<file path="src/rtl/pipe_stage_chain_pkg.sv">
// pipe_pkg: shared mode constants, occupancy width helper and slot template for pipeline stages
package pipe_pkg;
  localparam int PIPE_RIGID = 0;
  localparam int PIPE_COLLAPSE = 1;
  function automatic int occ_w(input int depth);
    return $clog2(depth + 1);
  endfunction
  typedef struct packed {
    logic        valid;
    logic [15:0] ctrl;
    logic [63:0] data;
  } pipe_slot_t;
endpackage

</file>
<file path="src/rtl/pipe_stage_chain_if.sv">
// pipe_stage_chain_if: upstream/downstream handshake and status bundle of the stage chain
interface pipe_stage_chain_if #(
  parameter int DATA_W = 64,
  parameter int CTRL_W = 16,
  parameter int DEPTH  = 2
);
  logic                                in_valid;
  logic [CTRL_W-1:0]                   in_ctrl;
  logic [DATA_W-1:0]                   in_data;
  logic                                in_ready;
  logic                                stall;
  logic [DEPTH-1:0]                    flush;
  logic                                out_valid;
  logic [CTRL_W-1:0]                   out_ctrl;
  logic [DATA_W-1:0]                   out_data;
  logic [pipe_pkg::occ_w(DEPTH)-1:0]   occupancy;
  modport master (output in_valid, in_ctrl, in_data, stall, flush,
                  input in_ready, out_valid, out_ctrl, out_data, occupancy);
  modport slave  (input in_valid, in_ctrl, in_data, stall, flush,
                  output in_ready, out_valid, out_ctrl, out_data, occupancy);
endinterface

</file>
<file path="src/rtl/pipe_stage_chain_slot.sv">
// pipe_slot: one pipeline slot with load/hold/flush selection and async reset
module pipe_slot #(
  parameter int DATA_W     = 64,
  parameter int CTRL_W     = 16,
  parameter int CLEAR_DATA = 1
) (
  input  logic              clk,
  input  logic              rst_n,
  input  logic              go,
  input  logic              flush,
  input  logic              src_valid,
  input  logic [CTRL_W-1:0] src_ctrl,
  input  logic [DATA_W-1:0] src_data,
  output logic              q_valid,
  output logic [CTRL_W-1:0] q_ctrl,
  output logic [DATA_W-1:0] q_data,
  output logic              nxt_valid
);
  logic              v_d, v_q;
  logic [CTRL_W-1:0] ctrl_d, ctrl_q;
  logic [DATA_W-1:0] data_d, data_q;
  // flush beats load beats hold; bubbles never carry control bits
  always_comb begin
    v_d    = flush ? 1'b0 : go ? src_valid : v_q;
    ctrl_d = flush ? '0 : go ? (src_valid ? src_ctrl : '0) : ctrl_q;
    data_d = (flush && CLEAR_DATA != 0) ? '0 : go ? src_data : data_q;
  end
  // slot registers, cleared asynchronously
  always_ff @(posedge clk or negedge rst_n) begin
    if (!rst_n) begin
      v_q    <= 1'b0;
      ctrl_q <= '0;
      data_q <= '0;
    end else begin
      v_q    <= v_d;
      ctrl_q <= ctrl_d;
      data_q <= data_d;
    end
  end
  assign q_valid   = v_q;
  assign q_ctrl    = ctrl_q;
  assign q_data    = data_q;
  assign nxt_valid = v_d;
endmodule

</file>
<file path="src/rtl/pipe_stage_chain.sv">
// pipe_stage_chain: DEPTH-slot pipeline register chain with flush, stall and optional bubble collapse
module pipe_stage_chain import pipe_pkg::*; #(
  parameter int DATA_W     = 64,
  parameter int CTRL_W     = 16,
  parameter int DEPTH      = 2,
  parameter int COLLAPSE   = PIPE_RIGID,
  parameter int CLEAR_DATA = 1
) (
  input logic              clk,
  input logic              rst_n,
  pipe_stage_chain_if.slave bus
);
  localparam int OW = occ_w(DEPTH);
  logic [DEPTH-1:0]  go, v, nv;
  logic [CTRL_W-1:0] ctrl [DEPTH];
  logic [DATA_W-1:0] data [DEPTH];
  logic [OW-1:0]     occ_d, occ_q;
  // capture enables: rigid freezes everything on stall, collapse lets slots fill their bubbles
  always_comb begin
    go[DEPTH-1] = !bus.stall || (COLLAPSE != 0 && !v[DEPTH-1]);
    for (int i = DEPTH - 2; i >= 0; i--)
      go[i] = (COLLAPSE != 0) ? (go[i+1] || !v[i]) : !bus.stall;
  end
  for (genvar g = 0; g < DEPTH; g++) begin : g_slot
    logic              sv;
    logic [CTRL_W-1:0] sc;
    logic [DATA_W-1:0] sd;
    if (g == 0) begin : g_head
      assign sv = bus.in_valid;
      assign sc = bus.in_ctrl;
      assign sd = bus.in_data;
    end else begin : g_body
      assign sv = v[g-1];
      assign sc = ctrl[g-1];
      assign sd = data[g-1];
    end
    pipe_slot #(.DATA_W(DATA_W), .CTRL_W(CTRL_W), .CLEAR_DATA(CLEAR_DATA)) u_slot (
      .clk(clk), .rst_n(rst_n), .go(go[g]), .flush(bus.flush[g]),
      .src_valid(sv), .src_ctrl(sc), .src_data(sd),
      .q_valid(v[g]), .q_ctrl(ctrl[g]), .q_data(data[g]), .nxt_valid(nv[g])
    );
  end
  // occupancy tracks the popcount of the next-state valid bits
  always_comb begin
    occ_d = '0;
    for (int i = 0; i < DEPTH; i++) occ_d = occ_d + OW'(nv[i]);
  end
  // registered occupancy, cleared with the slots
  always_ff @(posedge clk or negedge rst_n) begin
    if (!rst_n) occ_q <= '0;
    else occ_q <= occ_d;
  end
  assign bus.in_ready  = go[0];
  assign bus.out_valid = v[DEPTH-1];
  assign bus.out_ctrl  = ctrl[DEPTH-1];
  assign bus.out_data  = data[DEPTH-1];
  assign bus.occupancy = occ_q;
endmodule
</file>
<file path="src/flat_wrapper.sv">
// flat-port wrapper written by rule: the top's interface ports become plain ports
module pipe_stage_chain_flat import pipe_pkg::*;
#(
  parameter int DATA_W     = 64,
  parameter int CTRL_W     = 16,
  parameter int DEPTH      = 2,
  parameter int COLLAPSE   = PIPE_RIGID,
  parameter int CLEAR_DATA = 1
)
  (clk, rst_n, bus_in_valid, bus_in_ctrl, bus_in_data, bus_stall, bus_flush, bus_in_ready, bus_out_valid, bus_out_ctrl, bus_out_data, bus_occupancy);
  pipe_stage_chain_if #(.DATA_W(DATA_W), .CTRL_W(CTRL_W), .DEPTH(DEPTH)) bus_i ();
  input logic clk;
  input logic rst_n;
  input wire logic [$bits(bus_i.in_valid)-1:0] bus_in_valid;
  input wire logic [$bits(bus_i.in_ctrl)-1:0] bus_in_ctrl;
  input wire logic [$bits(bus_i.in_data)-1:0] bus_in_data;
  input wire logic [$bits(bus_i.stall)-1:0] bus_stall;
  input wire logic [$bits(bus_i.flush)-1:0] bus_flush;
  output wire logic [$bits(bus_i.in_ready)-1:0] bus_in_ready;
  output wire logic [$bits(bus_i.out_valid)-1:0] bus_out_valid;
  output wire logic [$bits(bus_i.out_ctrl)-1:0] bus_out_ctrl;
  output wire logic [$bits(bus_i.out_data)-1:0] bus_out_data;
  output wire logic [$bits(bus_i.occupancy)-1:0] bus_occupancy;
  assign bus_i.in_valid = bus_in_valid;
  assign bus_i.in_ctrl = bus_in_ctrl;
  assign bus_i.in_data = bus_in_data;
  assign bus_i.stall = bus_stall;
  assign bus_i.flush = bus_flush;
  assign bus_in_ready = bus_i.in_ready;
  assign bus_out_valid = bus_i.out_valid;
  assign bus_out_ctrl = bus_i.out_ctrl;
  assign bus_out_data = bus_i.out_data;
  assign bus_occupancy = bus_i.occupancy;
  pipe_stage_chain #(.DATA_W(DATA_W), .CTRL_W(CTRL_W), .DEPTH(DEPTH), .COLLAPSE(COLLAPSE), .CLEAR_DATA(CLEAR_DATA)) u_core (.clk(clk), .rst_n(rst_n), .bus(bus_i));
endmodule
</file>
<file path="config.mk">
export PLATFORM = sky130hd
export DESIGN_NAME = pipe_stage_chain_flat
export DESIGN_NICKNAME = d
export VERILOG_FILES = /design/src/rtl/pipe_stage_chain_pkg.sv /design/src/rtl/pipe_stage_chain_if.sv /design/src/rtl/pipe_stage_chain_slot.sv /design/src/rtl/pipe_stage_chain.sv /design/src/flat_wrapper.sv
export SDC_FILE = /design/constraint.sdc
export NUM_CORES = 1
export LEC_CHECK = 0
export BUFFER_PORTS_ARGS = -buffer_cell sky130_fd_sc_hd__buf_2
export CAP_MARGIN = 5
export CORE_UTILIZATION = 30
export CTS_BUF_LIST = sky130_fd_sc_hd__clkbuf_4
export CTS_CLUSTER_DIAMETER = 150
export DETAILED_ROUTE_END_ITERATION = 8
export GPL_ROUTABILITY_DRIVEN = 0
export PLACE_DENSITY_LB_ADDON = 0.08
export SYNTH_ARGS = -nofsm -noshare
export SYNTH_HDL_FRONTEND = slang
export SYNTH_HIERARCHICAL = 1
export SYNTH_SLANG_ARGS = --single-unit
</file>
<file path="constraint.sdc">
create_clock -name clk -period 1.9 [get_ports clk]
set_input_delay 0.285 -clock clk [delete_from_list [all_inputs] [get_ports clk]]
set_output_delay 0.285 -clock clk [all_outputs]
set_load 0.02 [all_outputs]
</file>
==> results.py, run 1 <==
metrics = {
    "placed_design": {
        "portBuffers": 169,
        "dp_cells": 928,
        "dp_hpwl_um": 10600,
    },
    "setup_path": {
        "critical_path_class": "flop to flop",
        "ff2ff_path_depth": 2,
        "worstPathRequired_ns": 2.36,
        "cp_max_fo": 15,
        "cp-end-kind": "flop",
        "critPathArrivalTime_ns": 1.88,
        "r2r_setup_slack_ns": 0.48,
        "start_kind": "flop",
    },
    "synthesis": {
        "synth_commonest_cells": "164 x dfrtp_1, 130 x mux2i_1, 130 x nor2_1",
        "synthCells": 502,
        "synth_compound_area_share_pct": 4.62,
        "ys_seq_elements": 164,
        "synth_xor_area_share_pct": 0,
        "synth_edf_count": 0,
        "synth.largest_area_cell": "dfrtp_1",
        "yosys.area_share.adder_pct": 0.186,
        "ys_top_cells_by_area": "dfrtp_1 61%, mux2i_1 19%, nor2_1 7.3%",
        "ys.flop_type": "dfrtp_1",
        "synth-seq-area-share_pct": 61.1,
        "synth_mux_area_share_pct": 19.4,
        "synth_most_common_cell": "dfrtp_1",
        "synth-simple-area-share_pct": 8.04,
        "ys_warn_count": 6,
        "syn_area_sq_um": 6720,
        "synth_top_family_by_area": "multiplexers",
        "syn-num-nets": 589,
        "synth_top_area_share_pct": 61.1,
        "synth_cell_types": 16,
        "async_reset_ff_share_pct": 100,
        "avgSynthCellArea_sq_um": 13.4,
    },
    "cts": {
        "clock_path_buffers": 2,
        "h-tree-depth": 4,
        "cts-root-buf": "clkbuf_4",
        "cts_tree": "yes",
        "insertion_delay_ns": 0.53,
        "cts_resized": 0,
        "clock_sinks": 164,
        "postCtsHoldBufs": 81,
        "post-cts-setup-buffer-count": 0,
        "numCtsBuffers": 17,
        "clk_pin_slew_worst_paths_ns": 0.12,
    },
    "cells_and_area": {
        "nFillCells": 2165,
        "nets": 835,
        "finalNonFillerCells": 1041,
        "area_delta_synth_final_pct": 29.6,
        "drive_gt1_share_pct": 28.2,
    },
    "sta": {
        "setup_viol": 0,
        "maxSlewHeadroom_pct": 49.7,
        "fin_setup_tns_ns": 0,
        "slew_violations": 0,
        "fin_worst_skew_ns": 0.0162,
        "layout_worst_path_cycle_share_pct": 74.7,
        "worst_pin_slew_ns": 0.751,
        "finalCriticalPeriod_ns": 1.42,
        "whs_ns": 0.0797,
        "rsz0062_at_grt": "false",
        "max_freq_mhz": 704,
        "hold_violations": 0,
    },
    "job": {
        "maxCapViolations": 0,
    },
    "drt": {
        "via_per_inst": 4.53,
        "dr.pass1.iters": 5,
        "wl_per_cell_um": 15.6,
        "drc_errors": 0,
        "drt_iter0_drc": 173,
        "wl_um": 16300,
        "antenna_left": 0,
        "num_vias": 4714,
    },
    "floorplanning": {
        "core_region_area_sq_um": 21900,
        "dieHeight_um": 152,
        "die_w_um": 152,
        "initial_utilization_pct": 30.7,
        "io_pins": 170,
        "dieArea_sq_um": 23000,
        "rows": 54,
    },
    "power_and_ir_drop": {
        "ir_drop_uv": 325,
        "finalPower_w": 0.00652,
        "leakage_nw": 4.65,
        "power_per_cell_area_nw_per_um2": 748,
    },
    "global_route": {
        "grt_first_pass_wirelength_um": 25400,
        "antenna_found_initial": 2,
        "grt_usage_pct": 14.6,
        "grt_max_degree": 62,
        "grt_pass1_vias": 4725,
        "grt_overflow": 0,
    },
    "run_status": {
        "outcome": "complete, no violations",
    },
    "worst_hold_path": {
        "min_path_type": "input pin to flop",
        "holdPathStages": 3,
    },
}
## critical path: stages (launching register included)
cell and delay (ns):
dfrtp_1 0.43, nor2b_2 0.66, a32o_1 0.27
## routing by layer
metal	share of wire, %	vias up	global-route usage (%)
met1	46	2372	19.3
met4	1.2	0	4.60
li1	-	2218	-
met5	0	-	0
met3	5.2	9	4.25
met2	48	115	22.8
## flip-flops by register name, summed over array words and instances, names as in the netlist
| register | cells |
|---|---|
| u_core/g_slot.u_slot/q_valid | 2 |
| u_core/g_slot.u_slot/q_data | 128 |
| u_core/g_slot.u_slot/q_ctrl | 32 |
| u_core/bus.occupancy | 2 |
## cell usage in the layout, fill, tap and decap left out, drive strengths merged
cell,n
a21oi,2
clkinvlp,1
diode,2
clkinv,9
dfrtp,164
buf,182
mux2i,130
nor2,132
dlygate4sd3,81
nand2b,2
ha,1
nand3,2
a32o,30
bufinv,2
nor2b,2
clkbuf,18
inv,1
## where the power goes
part | leakage [nW] | internal, W | switching, W | total, W
sequential | 2.23 | 0.00363 | 0.0000720 | 0.00370
clock | 0.140 | 0.000763 | 0.00120 | 0.00196
combinational | 2.29 | 0.000395 | 0.000458 | 0.000853
## cell type report
cell class              instances  area, sq um  area share [%]
repair buffers                263         1820            20.9
well taps                     280          350            4.02
multi-input cells             301         2160            24.9
clock buffers                  18          135            1.55
flip-flops and latches        164         4100            47.1
inverters                       1         11.3           0.129
clock inverters                12          116            1.34
diodes                          2         5.00          0.0575
## per-stage QoR
| step | setup slack [ns] | area, sq um | util [%] |
|---|---|---|---|
| finish | 0.480 | 8710 | 39.8 |
| global route | 0.371 | 8710 | 39.8 |
| CTS | 0.417 | 8700 | 39.8 |
| detailed placement | 0.388 | 7640 | 34.9 |
| global placement | 0.432 | 7640 | 34.9 |
| floorplan | 0.351 | 6720 | - |
## path summary, 6_finish.rpt
check	start	to
worst max-delay path	u_core/g_slot[0].u_slot/q_valid	u_core/g_slot[1].u_slot/q_ctrl[1]
worst max register to register	u_core/g_slot[0].u_slot/q_valid	u_core/g_slot[1].u_slot/q_ctrl[1]
max in group asynchronous	rst_n	u_core/g_slot[1].u_slot/q_data[48]
min in group asynchronous	rst_n	u_core/g_slot[1].u_slot/q_data[23]
worst min-delay path	bus_in_valid	u_core/g_slot[0].u_slot/q_ctrl[13]
worst min register to register	u_core/g_slot[1].u_slot/q_ctrl[7]	u_core/g_slot[1].u_slot/q_ctrl[7]
## cells by family after synthesis
kind of cell,Yosys count
fa+ha+maj,1
flops,164
buf+inv,37
compound gates,32
mux,130
simple gates,138
(Power assumes the default switching activity.)
==> run 2, diff against run 1 <==
clock period = 1.33 ns   (was 1.9 ns; I/O delays follow)
==> results.py, run 2 (synthesis results as in run 1) <==
metrics = {
    "setup_path": {
        "rr_startpoint": "u_core/g_slot[0].u_slot/q_valid",
        "critical_path_class": "flop to output pin",
        "ff2ff_path_depth": 3,
        "path_cells": "buf_6",
        "cp_max_fo": 2,
        "cp-end-kind": "output pin",
        "cpMaxStageDelayCell": "dfrtp_1",
        "cp_top_family": "flip-flops",
        "slowest_delay_ns": 0.44,
        "worstPathRequired_ns": 1.13,
        "path_buf_inv": 1,
        "start_kind": "flop",
        "cp.depth": 1,
        "critPathLaunch": "u_core/g_slot[1].u_slot/q_data[10]",
        "critPathArrivalTime_ns": 1.13,
    },
    "drt": {
        "via_per_inst": 4.41,
        "num_vias": 4847,
        "drt_iter0_drc": 206,
        "antenna_left": 0,
        "wl_um": 16500,
        "drc_errors": 0,
        "wl_per_cell_um": 15.0,
        "dr.pass1.iters": 4,
    },
    "sta": {
        "setup_ws_ns": -0.00190,
        "finalCriticalPeriod_ns": 1.33,
        "setup_viol": 1,
        "maxSlewHeadroom_pct": 51.2,
        "hold_violations": 0,
        "slew_violations": 0,
        "max_freq_mhz": 751,
        "fin_worst_skew_ns": 0.0148,
        "rsz0062_at_grt": "true",
        "fin_setup_tns_ns": -0.00190,
        "worst_pin_slew_ns": 0.731,
        "layout_worst_path_cycle_share_pct": 100,
    },
    "floorplanning": {
        "dieHeight_um": 152,
        "dieArea_sq_um": 23000,
        "initial_utilization_pct": 30.7,
        "io_pins": 170,
        "core_region_area_sq_um": 21900,
        "rows": 54,
        "die_w_um": 152,
    },
    "global_route": {
        "grt_first_pass_wirelength_um": 26100,
        "grt_usage_pct": 14.9,
        "grt_pass1_vias": 5072,
        "grt_max_degree": 38,
        "antenna_found_initial": 2,
        "grt_overflow": 0,
    },
    "power_and_ir_drop": {
        "power_per_cell_area_nw_per_um2": 998,
        "leakage_nw": 5.01,
        "ir_drop_uv": 445,
    },
    "cts": {
        "numCtsBuffers": 17,
        "clock_sinks": 164,
        "h-tree-depth": 4,
        "insertion_delay_ns": 0.55,
        "cts_tree": "yes",
        "clock_path_buffers": 2,
        "clk_pin_slew_worst_paths_ns": 0.14,
        "cts-root-buf": "clkbuf_4",
    },
    "cells_and_area": {
        "fin_util_pct": 44.5,
        "drive_gt1_share_pct": 33.0,
        "largest_reg_flops": 128,
        "final_common_cell": "dfrtp_1",
        "nets": 891,
        "layout_common_cells": "164 x dfrtp_1, 130 x mux2i_1, 130 x nor2_1",
        "area_delta_synth_final_pct": 44.9,
        "nFillCells": 2104,
    },
    "placed_design": {
        "portBuffers": 169,
        "dp_hpwl_um": 10700,
    },
    "worst_hold_path": {
        "min_path_type": "input pin to async pin",
    },
    "run_status": {
        "outcome": "complete, but fails checks",
        "violations": "setup timing",
    },
    "job": {
        "maxCapViolations": 0,
    },
}
## run 2: repair_timing
item,4_1_cts,5_1_grt
resized for setup,167,0
setup buffers,15,19
endpoints found under the setup margin,95,84
endpoints found under the hold margin,246,0
pin swaps,0,1
hold buffers,85,0
## run 2: worst paths after layout
path                                                       to  slack (ns)
max                                          bus_out_data[10]      -0.002
min in group clk                      u_core/bus.occupancy[0]        0.19
min                        u_core/g_slot[1].u_slot/q_data[14]        0.11
max reg2reg                   u_core/g_slot[0].u_slot/q_valid        0.05
max in group asynchronous   u_core/g_slot[1].u_slot/q_ctrl[9]        0.63
min reg2reg                 u_core/g_slot[0].u_slot/q_ctrl[2]        0.51
## run 2: layer usage
layer / part of all wire, % / GRT usage, % / wire length [um] / up-vias
li1: - / - / - / 2334
met1: 46 / 19.1 / 7660 / 2385
met2: 47 / 24.2 / 7760 / 118
met3: 5.5 / 4.04 / 914 / 10
met4: 0.96 / 4.75 / 158 / 0
met5: 0 / 0 / 0 / -
## run 2: cell type report
type / count / area (sq um) / share of cell area, %
inverters: 1 / 7.51 / 0.0771
clock buffers: 18 / 135 / 1.39
clock inverters: 14 / 153 / 1.57
flip-flops and latches: 164 / 4100 / 42.2
well taps: 280 / 350 / 3.60
repair buffers: 319 / 2810 / 28.9
diodes: 2 / 5.00 / 0.0514
multi-input cells: 301 / 2170 / 22.3
## run 2: metrics by stage
stage	hold WS [ns]	setup WS [ns]	instances	area, sq um	total power, W
3_5_place_dp	0.145	0.00737	946	7810	0.00649
6_report	0.105	-0.00190	1099	9730	0.00971
4_1_cts	0.0540	-0.0717	1078	9590	0.00988
5_1_grt	0.0680	-0.101	1099	9730	0.0102
3_3_place_gp	0.139	0.0163	946	7810	0.00646
2_1_floorplan	-0.0961	-0.0223	502	6720	0.00606
## run 2: where the power goes
part | internal (W) | total (W) | switching, W
combinational | 0.000735 | 0.00141 | 0.000676
sequential | 0.00518 | 0.00530 | 0.000120
clock | 0.00115 | 0.00300 | 0.00184
==> run 3, diff against run 2 <==
PLACE_DENSITY = 0.46   (was unset)
PLACE_DENSITY_LB_ADDON = unset   (was 0.08)
==> results.py, run 3 (synthesis results as in run 1) <==
metrics = {
    "run_status": {
        "outcome": "complete, no violations",
    },
    "cells_and_area": {
        "finalNonFillerCells": 1102,
        "layout_common_cells": "164 x dfrtp_1, 130 x mux2i_1, 130 x nor2_1",
        "multi_input_comb_area_sq_um": 2170,
        "drive_gt1_share_pct": 33.2,
        "antenna_cells": 0,
        "nets": 897,
        "regArea_sq_um": 4100,
        "final_cell_area_sq_um": 9860,
        "nFillCells": 2075,
        "largest_reg_flops": 128,
        "final_common_cell": "dfrtp_1",
        "area_delta_synth_final_pct": 46.8,
    },
    "drt": {
        "dr.pass1.iters": 4,
        "antenna_left": 0,
        "drt_iter0_drc": 169,
        "drc_errors": 0,
        "num_vias": 4945,
        "via_per_inst": 4.49,
        "wl_per_cell_um": 14.8,
        "wl_um": 16300,
    },
    "cts": {
        "numCtsBuffers": 17,
        "cts_tree": "yes",
        "clock_sinks": 164,
        "cts-root-buf": "clkbuf_4",
        "h-tree-depth": 4,
        "clk_pin_slew_worst_paths_ns": 0.14,
        "insertion_delay_ns": 0.53,
        "clock_path_buffers": 2,
    },
    "floorplanning": {
        "rows": 54,
        "io_pins": 170,
        "die_w_um": 152,
        "core_region_area_sq_um": 21900,
        "dieHeight_um": 152,
        "initial_utilization_pct": 30.7,
        "dieArea_sq_um": 23000,
    },
    "global_route": {
        "grt_max_degree": 41,
        "grt_pass1_vias": 5148,
        "grt_first_pass_wirelength_um": 25900,
        "grt_overflow": 0,
        "antenna_found_initial": 0,
        "grt_usage_pct": 14.6,
    },
    "sta": {
        "finalCriticalPeriod_ns": 1.32,
        "worst_pin_slew_ns": 0.692,
        "fin_setup_tns_ns": 0,
        "max_freq_mhz": 757,
        "rsz0062_at_grt": "true",
        "slew_violations": 0,
        "setup_viol": 0,
        "layout_worst_path_cycle_share_pct": 99.3,
        "hold_violations": 0,
        "fin_worst_skew_ns": 0.0155,
        "maxSlewHeadroom_pct": 53.7,
    },
    "setup_path": {
        "critical_path_class": "input pin to flop",
        "ff2ff_path_depth": 3,
        "cp_top_family": "buffers and inverters",
        "cpMaxStageDelayCell": "nor2b_2",
        "path_buf_inv": 2,
        "path_cells": "dlygate4sd3_1 -> buf_2 -> nor2b_2 -> a32o_1",
        "start_kind": "input pin",
        "rr_startpoint": "u_core/g_slot[0].u_slot/q_data[54]",
        "worstPathRequired_ns": 1.80,
        "critPathArrivalTime_ns": 1.79,
        "cp_max_fo": 15,
        "reg2reg_to": "u_core/g_slot[0].u_slot/q_data[54]",
        "cp-end-kind": "flop",
        "r2r_setup_slack_ns": 0.07,
        "slowest_delay_ns": 0.58,
    },
    "power_and_ir_drop": {
        "power_per_cell_area_nw_per_um2": 1010,
        "ir_drop_uv": 474,
        "leakage_nw": 5.08,
    },
    "placed_design": {
        "dp_cells": 949,
        "dp_hpwl_um": 10400,
        "place_area_sq_um": 7880,
        "portBuffers": 169,
    },
    "job": {
        "maxCapViolations": 0,
    },
    "worst_hold_path": {
        "min_path_type": "input pin to async pin",
    },
}
run 3: cell types whose count changed in the layout (fill, tap and decap cells not counted), sizes merged:
cell	delta
diode	-2
clkbuf	+1
clkinv	-4
dlygate4sd3	+2
bufinv	+2
buf	+4
run 3: worst max-delay path by stage:
stage / from / endpoint / slack [ns] / depth (start not counted)
floorplan: bus_stall / u_core/bus.occupancy[0] / -0.02 / 6
global placement: bus_stall / u_core/g_slot[0].u_slot/q_data[34] / 0.07 / 6
detailed placement: bus_flush[0] / u_core/g_slot[0].u_slot/q_ctrl[12] / 0.03 / 3
CTS: u_core/g_slot[1].u_slot/q_data[31] / bus_out_data[31] / -0.06 / 1
global route: u_core/g_slot[1].u_slot/q_data[31] / bus_out_data[31] / -0.1 / 1
finish: bus_flush[0] / u_core/g_slot[0].u_slot/q_ctrl[1] / 0.01 / 4
run 3: cell type report:
cell class	instances	share of cell area [%]
sequential	164	41.6
timing repair buffer	325	29.5
multi-input combinational	301	22.0
tap	280	3.55
clock inverter	12	1.80
clock buffer	19	1.45
inverter	1	0.0761
run 3: what timing repair did:
item / CTS / global route
hold endpoints to repair: 245 / 0
endpoints found under the setup margin: 84 / 83
gates resized for setup: 167 / 0
hold buffers: 87 / 0
setup buffers: 16 / 19
run 3: per-layer routing:
metal	GRT usage, %	share of wire [%]
met2	24.1	49
met3	4.49	5.9
met1	18.5	45
met5	0	0
met4	4.16	0.72
run 3: stage by stage:
step           power [W]  hold slack (ns)  setup slack [ns]  utilization [%]
4_1_cts           0.0102           0.0449           -0.0591             44.4
5_1_grt           0.0106           0.0545           -0.0994             45.1
6_report          0.0100            0.118           0.00953             45.1
3_3_place_gp     0.00648            0.120            0.0734             36.0
2_1_floorplan    0.00606          -0.0961           -0.0223                -
3_5_place_dp     0.00651            0.123            0.0290             36.0
run 3: power breakdown:
part           switching (W)  total (W)  internal, W
clock                0.00174    0.00328      0.00153
combinational       0.000674    0.00143     0.000756
sequential          0.000119    0.00530      0.00518
total                0.00253     0.0100      0.00747
